`src/rtl/pipe_ctrl_pkg.sv`:
```
// Shared definitions for the pipeline hazard/stall controller.
//   pipe_state_e   : controller FSM states (RUN, IM_WAIT, DM_WAIT)
//   REG_ADDR_W     : register-file address width
//   PERF_CNT_W     : width of the performance counters
//   PERF_CNT_MAX   : saturation value of the performance counters
//   PERF_CNT_ONE   : counter increment, sized to the counter width
package pipe_ctrl_pkg;

    localparam int REG_ADDR_W = 5;
    localparam int PERF_CNT_W = 32;

    localparam logic [PERF_CNT_W-1:0] PERF_CNT_MAX = {PERF_CNT_W{1'b1}};
    localparam logic [PERF_CNT_W-1:0] PERF_CNT_ONE = {{(PERF_CNT_W-1){1'b0}}, 1'b1};

    typedef enum logic [1:0] {
        RUN     = 2'd0,
        IM_WAIT = 2'd1,
        DM_WAIT = 2'd2
    } pipe_state_e;

endpackage

```
`src/rtl/pipe_ctrl_hazard_detect.sv`:
```
// Load-use hazard detection (purely combinational).
// Flags when the load currently in ID/EXE writes a register that the
// instruction in IF/ID reads. Register 0 is hard-wired zero, never a hazard.
// Ports:
//   rs1_addr, rs2_addr : source registers of the IF/ID instruction
//   rd_addr            : destination register of the ID/EXE instruction
//   mem_read           : ID/EXE instruction is a load
//   load_use           : hazard present this cycle
module hazard_detect
    import pipe_ctrl_pkg::*;
(
    input  logic [REG_ADDR_W-1:0] rs1_addr,
    input  logic [REG_ADDR_W-1:0] rs2_addr,
    input  logic [REG_ADDR_W-1:0] rd_addr,
    input  logic                  mem_read,
    output logic                  load_use
);

    // Load-use comparison against both source operands
    always_comb begin
        load_use = 1'b0;
        if (mem_read && (rd_addr != {REG_ADDR_W{1'b0}}) &&
            ((rd_addr == rs1_addr) || (rd_addr == rs2_addr))) begin
            load_use = 1'b1;
        end else begin
            load_use = 1'b0;
        end
    end

endmodule

```
`src/rtl/pipe_ctrl.sv`:
```
// Five-stage pipeline controller: memory-stall FSM, load-use bubble insertion,
// branch flush (deferred across memory stalls) and optional perf counters.
// Optional feature: define PIPE_CTRL_PERF_EN to build the stall/flush counters;
// otherwise stall_cycles and flush_count are tied to zero.
// Ports:
//   clk, rst                       : clock (rising edge), synchronous active-high reset
//   rs1_addr, rs2_addr             : IF/ID source registers
//   IDEXE_rd_addr, IDEXE_MemRead   : ID/EXE destination and load flag
//   branch_taken                   : EXE redirect
//   im_stall, dm_stall             : instruction/data memory not ready
//   PC_write .. MEMWB_write        : pipeline-register enables
//   IFID_flush                     : load NOP into IF/ID
//   CtrlSignalFlush                : zero ID/EXE control bits
//   stall_cycles, flush_count      : performance counters
module pipe_ctrl
    import pipe_ctrl_pkg::*;
(
    input  logic                  clk,
    input  logic                  rst,
    input  logic [REG_ADDR_W-1:0] rs1_addr,
    input  logic [REG_ADDR_W-1:0] rs2_addr,
    input  logic [REG_ADDR_W-1:0] IDEXE_rd_addr,
    input  logic                  IDEXE_MemRead,
    input  logic                  branch_taken,
    input  logic                  im_stall,
    input  logic                  dm_stall,
    output logic                  PC_write,
    output logic                  IFID_write,
    output logic                  IDEXE_RegWrite,
    output logic                  EXEMEM_write,
    output logic                  MEMWB_write,
    output logic                  IFID_flush,
    output logic                  CtrlSignalFlush,
    output logic [PERF_CNT_W-1:0] stall_cycles,
    output logic [PERF_CNT_W-1:0] flush_count
);

    pipe_state_e state;
    pipe_state_e next_state;
    logic        pending_flush;
    logic        load_use;
    logic        stalled;

    // The stall inputs are honoured in the same cycle they are raised, so the
    // freeze decision comes straight from them; the state records which memory
    // the pipeline is currently waiting on.
    assign stalled = im_stall | dm_stall;

    hazard_detect u_hazard_detect (
        .rs1_addr (rs1_addr),
        .rs2_addr (rs2_addr),
        .rd_addr  (IDEXE_rd_addr),
        .mem_read (IDEXE_MemRead),
        .load_use (load_use)
    );

    // FSM state register
    always_ff @(posedge clk) begin
        if (rst) begin
            state <= RUN;
        end else begin
            state <= next_state;
        end
    end

    // Next-state logic: data-memory stall takes priority over instruction-memory stall
    always_comb begin
        next_state = RUN;
        case (state)
            RUN, IM_WAIT, DM_WAIT: begin
                if (dm_stall) begin
                    next_state = DM_WAIT;
                end else if (im_stall) begin
                    next_state = IM_WAIT;
                end else begin
                    next_state = RUN;
                end
            end
            default: next_state = RUN;
        endcase
    end

    // Remember a redirect that arrived while frozen; it is applied exactly once
    // on the first cycle the pipeline moves again.
    always_ff @(posedge clk) begin
        if (rst) begin
            pending_flush <= 1'b0;
        end else if (stalled) begin
            pending_flush <= pending_flush | branch_taken;
        end else begin
            pending_flush <= 1'b0;
        end
    end

    // Pipeline enable / flush decode; priority: reset, stall, redirect, load-use
    always_comb begin
        PC_write        = 1'b0;
        IFID_write      = 1'b0;
        IDEXE_RegWrite  = 1'b0;
        EXEMEM_write    = 1'b0;
        MEMWB_write     = 1'b0;
        IFID_flush      = 1'b0;
        CtrlSignalFlush = 1'b1;
        if (rst) begin
            CtrlSignalFlush = 1'b1;
        end else if (stalled) begin
            // Everything frozen; squash ID/EXE controls once a redirect is known
            CtrlSignalFlush = branch_taken | pending_flush;
        end else if (branch_taken || pending_flush) begin
            PC_write        = 1'b1;
            IFID_write      = 1'b1;
            IDEXE_RegWrite  = 1'b1;
            EXEMEM_write    = 1'b1;
            MEMWB_write     = 1'b1;
            IFID_flush      = 1'b1;
            CtrlSignalFlush = 1'b1;
        end else if (load_use) begin
            // Hold PC and IF/ID, push a bubble into ID/EXE
            IDEXE_RegWrite  = 1'b1;
            EXEMEM_write    = 1'b1;
            MEMWB_write     = 1'b1;
            CtrlSignalFlush = 1'b1;
        end else begin
            PC_write        = 1'b1;
            IFID_write      = 1'b1;
            IDEXE_RegWrite  = 1'b1;
            EXEMEM_write    = 1'b1;
            MEMWB_write     = 1'b1;
            CtrlSignalFlush = 1'b0;
        end
    end

`ifdef PIPE_CTRL_PERF_EN
    // Saturating count of cycles in which the PC is held
    always_ff @(posedge clk) begin
        if (rst) begin
            stall_cycles <= {PERF_CNT_W{1'b0}};
        end else if (!PC_write && (stall_cycles != PERF_CNT_MAX)) begin
            stall_cycles <= stall_cycles + PERF_CNT_ONE;
        end else begin
            stall_cycles <= stall_cycles;
        end
    end

    // Saturating count of cycles in which IF/ID is flushed
    always_ff @(posedge clk) begin
        if (rst) begin
            flush_count <= {PERF_CNT_W{1'b0}};
        end else if (IFID_flush && (flush_count != PERF_CNT_MAX)) begin
            flush_count <= flush_count + PERF_CNT_ONE;
        end else begin
            flush_count <= flush_count;
        end
    end
`else
    assign stall_cycles = {PERF_CNT_W{1'b0}};
    assign flush_count  = {PERF_CNT_W{1'b0}};
`endif

endmodule
```
`config.mk`:
```
export PLATFORM = sky130hd
export DESIGN_NAME = pipe_ctrl
export DESIGN_NICKNAME = d
export VERILOG_FILES = /design/src/rtl/pipe_ctrl_pkg.sv /design/src/rtl/pipe_ctrl_hazard_detect.sv /design/src/rtl/pipe_ctrl.sv
export SDC_FILE = /design/constraint.sdc
export NUM_CORES = 1
export LEC_CHECK = 0
export BUFFER_PORTS_ARGS = -buffer_cell sky130_fd_sc_hd__buf_2
export CAP_MARGIN = 0
export CORE_UTILIZATION = 29
export DETAILED_ROUTE_END_ITERATION = 8
export PLACE_DENSITY = 0.77
export SLEW_MARGIN = 20
export SYNTH_ARGS = -nofsm -noshare
export SYNTH_HDL_FRONTEND = slang
export SYNTH_SLANG_ARGS = --single-unit
```
`constraint.sdc`:
```
create_clock -name clk -period 1.2 [get_ports clk]
set_input_delay 0.18 -clock clk [delete_from_list [all_inputs] [get_ports clk]]
set_output_delay 0.18 -clock clk [all_outputs]
set_load 0.05 [all_outputs]
```
# Word level (Yosys, flattened, before mapping)
# Cells that the tools add are included.
word_totals:
  word_cells: 26
  register_bits: 1
op_classes:
  muxes: 14
  reduce_logical: 6
  eq_ne: 2
  bitwise_logic: 3
op_table:
  columns: ["cell", "count"]
  rows:
  - ["two-way mux 1 bit", 14]
  - ["equality test 5 bit", 2]
  - ["nonzero test 5 bit", 1]
  - ["logical AND 1 bit", 2]
  - ["logical OR 1 bit", 2]
  - ["OR 1 bit", 2]
  - ["OR reduction 2 bit", 1]
  - ["NOT 1 bit", 1]

# Longest topological paths before layout
logic_depth:
  depth_word: 8
  ltp_mapped: 5
  depth_no_buf: 4

# Hierarchy
# A second synthesis with hierarchy kept.
hier_totals:
  hier_cells: 93
  hier_area_um2: 699.4
modules_own_cells:
  columns: ["mod", "cells_per_inst", "area_each_um2", "n_inst"]
  rows:
  - ["pipe_ctrl", 76, 574.3, 1]
  - ["hazard_detect", 17, 125.1, 1]

# Worst setup path after synthesis
# OpenSTA, ideal clock, no wires.
synth_path:
  path_kind: "input to output"
  start: "input rst"
  end: "output PC_write"
  n_path_buf: 1
  stages: 3
  required_time_ns: 1.020
  t_arrival_ns: 2.443
  slack_ns: -1.423
  cell_sequence: "nor3_1 o41a_1 buf_4"
synth_via:
  elab_chain_cells: 1
synth_lines:
  columns: ["item", "line_no", "source"]
  rows:
  - ["start: declaration", "pipe_ctrl.sv:19", "input logic rst,"]
  - ["two-way mux 1 bit", null, null]
  - ["end: declaration", "pipe_ctrl.sv:27", "output logic PC_write,"]
# Every way passes these cells.

# Worst setup path in the final report
layout_path:
  start: "input IDEXE_rd_addr[0]"
  end: "output IFID_write"
layout_via:
  elab_chain_cells: 8
  word_cells_on_any_way: 11
  cone_classes: "2 x eq/ne; 5 x mux; 4 x reduce/logical"
layout_lines:
  columns: ["item", "line_no", "source"]
  rows:
  - ["start: declaration", "pipe_ctrl.sv:22", "input logic [REG_ADDR_W-1:0] IDEXE_rd_addr,"]
  - ["equality test 5 bit / nonzero test 5 bit (equally long branches)", "pipe_ctrl_hazard_detect.sv:23, pipe_ctrl_hazard_detect.sv:22", null]
  - ["logical OR 1 bit / logical AND 1 bit (equally long branches)", "pipe_ctrl_hazard_detect.sv:23, pipe_ctrl_hazard_detect.sv:22", null]
  - ["logical AND 1 bit *", "pipe_ctrl_hazard_detect.sv:22", "if (mem_read && (rd_addr != {REG_ADDR_W{1'b0}}) &&"]
  - ["two-way mux 1 bit *", "pipe_ctrl_hazard_detect.sv:22", null]
  - ["two-way mux 1 bit *", "pipe_ctrl.sv:117", "end else if (load_use) begin"]
  - ["two-way mux 1 bit *", "pipe_ctrl.sv:109", "end else if (branch_taken || pending_flush) begin"]
  - ["two-way mux 1 bit *", "pipe_ctrl.sv:106", "end else if (stalled) begin"]
  - ["two-way mux 1 bit *", "pipe_ctrl.sv:104", "if (rst) begin"]
  - ["end: declaration", "pipe_ctrl.sv:28", "output logic IFID_write,"]
# Every way passes the cells marked *; elsewhere a longest branch is shown, timed or not.

==> out/qor.csv <==
metric,value,unit
finish.instance_area,741,sq um
status,"complete, but fails checks",
ys.flop_type,dfxtp_1,
worst_ep_arrival_time,1.39,ns
dpl-instance-area,686,sq um
place_inst,147,
reg_top3,pending_flush: 1 flops,
setup_viol,3,
pin_count,92,
syn_to_final_growth,3.68,%
sequentialPowerShare,0.058,
clk_latency,0,ns
cts_setup_buffers,0,
drc,0,
die-area,2670,sq um
cap_viol_max_count,0,
power,0.000658,W
fin_hold_ws,0.427,ns
antenna_found_initial,0,
dpl.hpwl,976,um
layout-drive-gt1-share,0.328,
fin_crit_sh,1.30,
grt_pass1_vias,339,
synth-edff-count,0,
worst-path-max-fanout,3,
hold_viol,0,
p_per_area,888,nW/um^2
coreArea,2280,sq um
multiInputGateArea,492,sq um
dr.pass1.iters,1,
fp.dieW,51.6,um
largest_reg_flops,1,
seqCellArea,20.0,sq um
min_period,1.57,ns
drt_iter0_markers,0,
cp_data_required_time,1.02,ns
leakage,0.434,nW
internal-power,0.000117,W
viasPerCell,3.13,
switching_power,0.000541,W
yosysMostFrequentCell,buf_4,
skew,0,ns
regMostFlops,pending_flush,
yosys.area.top_type,buf_4,
violations,negative setup slack,
fin_cells,147,
synth_cell_type_count,13,
synth_area,714,sq um
grt_overflow,0,
num_vias,460,
p_comb_frac,0.942,
avgSynthCellArea,7.60,sq um
fillers,249,
yosys_warnings,0,
antenna_cells,0,
synth-seq-cells,1,
synth_commonest_cells,"buf_4, xor2_1, nor2_1",
drt-total-wl,1.04,mm
swShare,0.822,
start_util,0.314,
drv_slew,0,
clkTransAtPathRegs,0,ns
grt_max_degree,5,
num_rows,17,
setup.worst_path.end_class,output pin,
synth.yosys.seq_area_share,0.0280,
hold_path_class,in2reg,
critPathLaunchType,input pin,
grtUsageTotal,0.0694,
wl_per_cell,7.07,um
syn_inst,94,
fmax,639,MHz
place_congestion,0.644,
ir_drop,0.369,mV
final_nets,142,
async_flop_share,0,
grt_pass1_wl,1.44,mm
synthDominantCellAreaShare,0.704,
synthTopCellsByArea,"buf_4, xor2_1, dfxtp_1",
antenna_left,0,
rsz0062_at_grt,true,
setup_slack,-0.365,ns
die_height,51.6,um
path_class,in2out,
p_clk_frac,0,
io_buffer_count,27,
cts_hold_buffers,0,
-- metrics by stage --
stage                      util  setup TNS (ns)  setup WS, ns
final                     0.325           -1.03        -0.365
after global routing      0.325           -1.15        -0.408
after CTS                 0.320           -1.04        -0.375
after detailed placement  0.301           -1.37        -0.488
after global placement    0.301           -1.32        -0.471
after floorplan               -           -1.03        -0.366
-- layout make-up --
| type | count | share of cell area |
|---|---|---|
| well taps | 28 | 0.0473 |
| repair buffers | 29 | 0.262 |
| multi-input cells | 89 | 0.664 |
| flip-flops and latches | 1 | 0.0270 |
-- layout by cell type (no fill, tap or decap) --
cell      count
nor2_1        4
a22oi_2       1
buf_8         2
buf_2        20
conb_1       64
nor3_2        2
or4_4         1
nor2b_4       1
o41a_4        1
o21ai_2       1
dfxtp_1       1
nor3_4        1
clkbuf_4      1
o41ai_4       1
xor2_2        1
xor2_1        9
buf_4         3
buf_6         3
nor3_1        2
-- per-layer routing --
metal,vias to the layer above,global-route usage,part of all wire
li1,219,-,-
met1,194,0.0835,0.34
met2,47,0.143,0.54
met3,0,0,0.11
met4,0,0,0
met5,-,0,0
-- critical path, cell delays in order --
cell and delay, ns:
buf_2 0.12, or4_4 0.53, o21ai_2 0.22, o41a_4 0.19, buf_8 0.14
-- cells by family after synthesis --
logic type             synth area share
buffers and inverters             0.704
AND/OR/NAND/NOR                  0.0893
XOR/XNOR                          0.123
AO/OA/AOI/OAI                    0.0508
flip-flops                       0.0280
other                           0.00525
-- power groups by stage --
stage                     Clock (W)  Sequential [W]  Combinational, W
after floorplan                   0       0.0000380          0.000703
after global placement            0       0.0000382          0.000594
after detailed placement          0       0.0000381          0.000598
after CTS                         0       0.0000382          0.000614
after global routing              0       0.0000387          0.000648
final                             0       0.0000383          0.000620
-- path summary, 6_finish.rpt --
check | start | to | slack [ns] | cells after the start
hold / removal | rst | pending_flush | 0.43 | 2
hold reg to reg | pending_flush | pending_flush | 0.66 | 2
setup reg to reg | pending_flush | pending_flush | 0.44 | 2
setup / recovery | IDEXE_rd_addr[0] | IFID_write | -0.37 | 5
-- what timing repair did --
item | 4_1_cts | 5_1_grt
pin swaps | 8 | 0
setup endpoints to repair | 3 | 4
resized for setup | 11 | 4
Note: power is estimated with default switching activity, not from simulation.
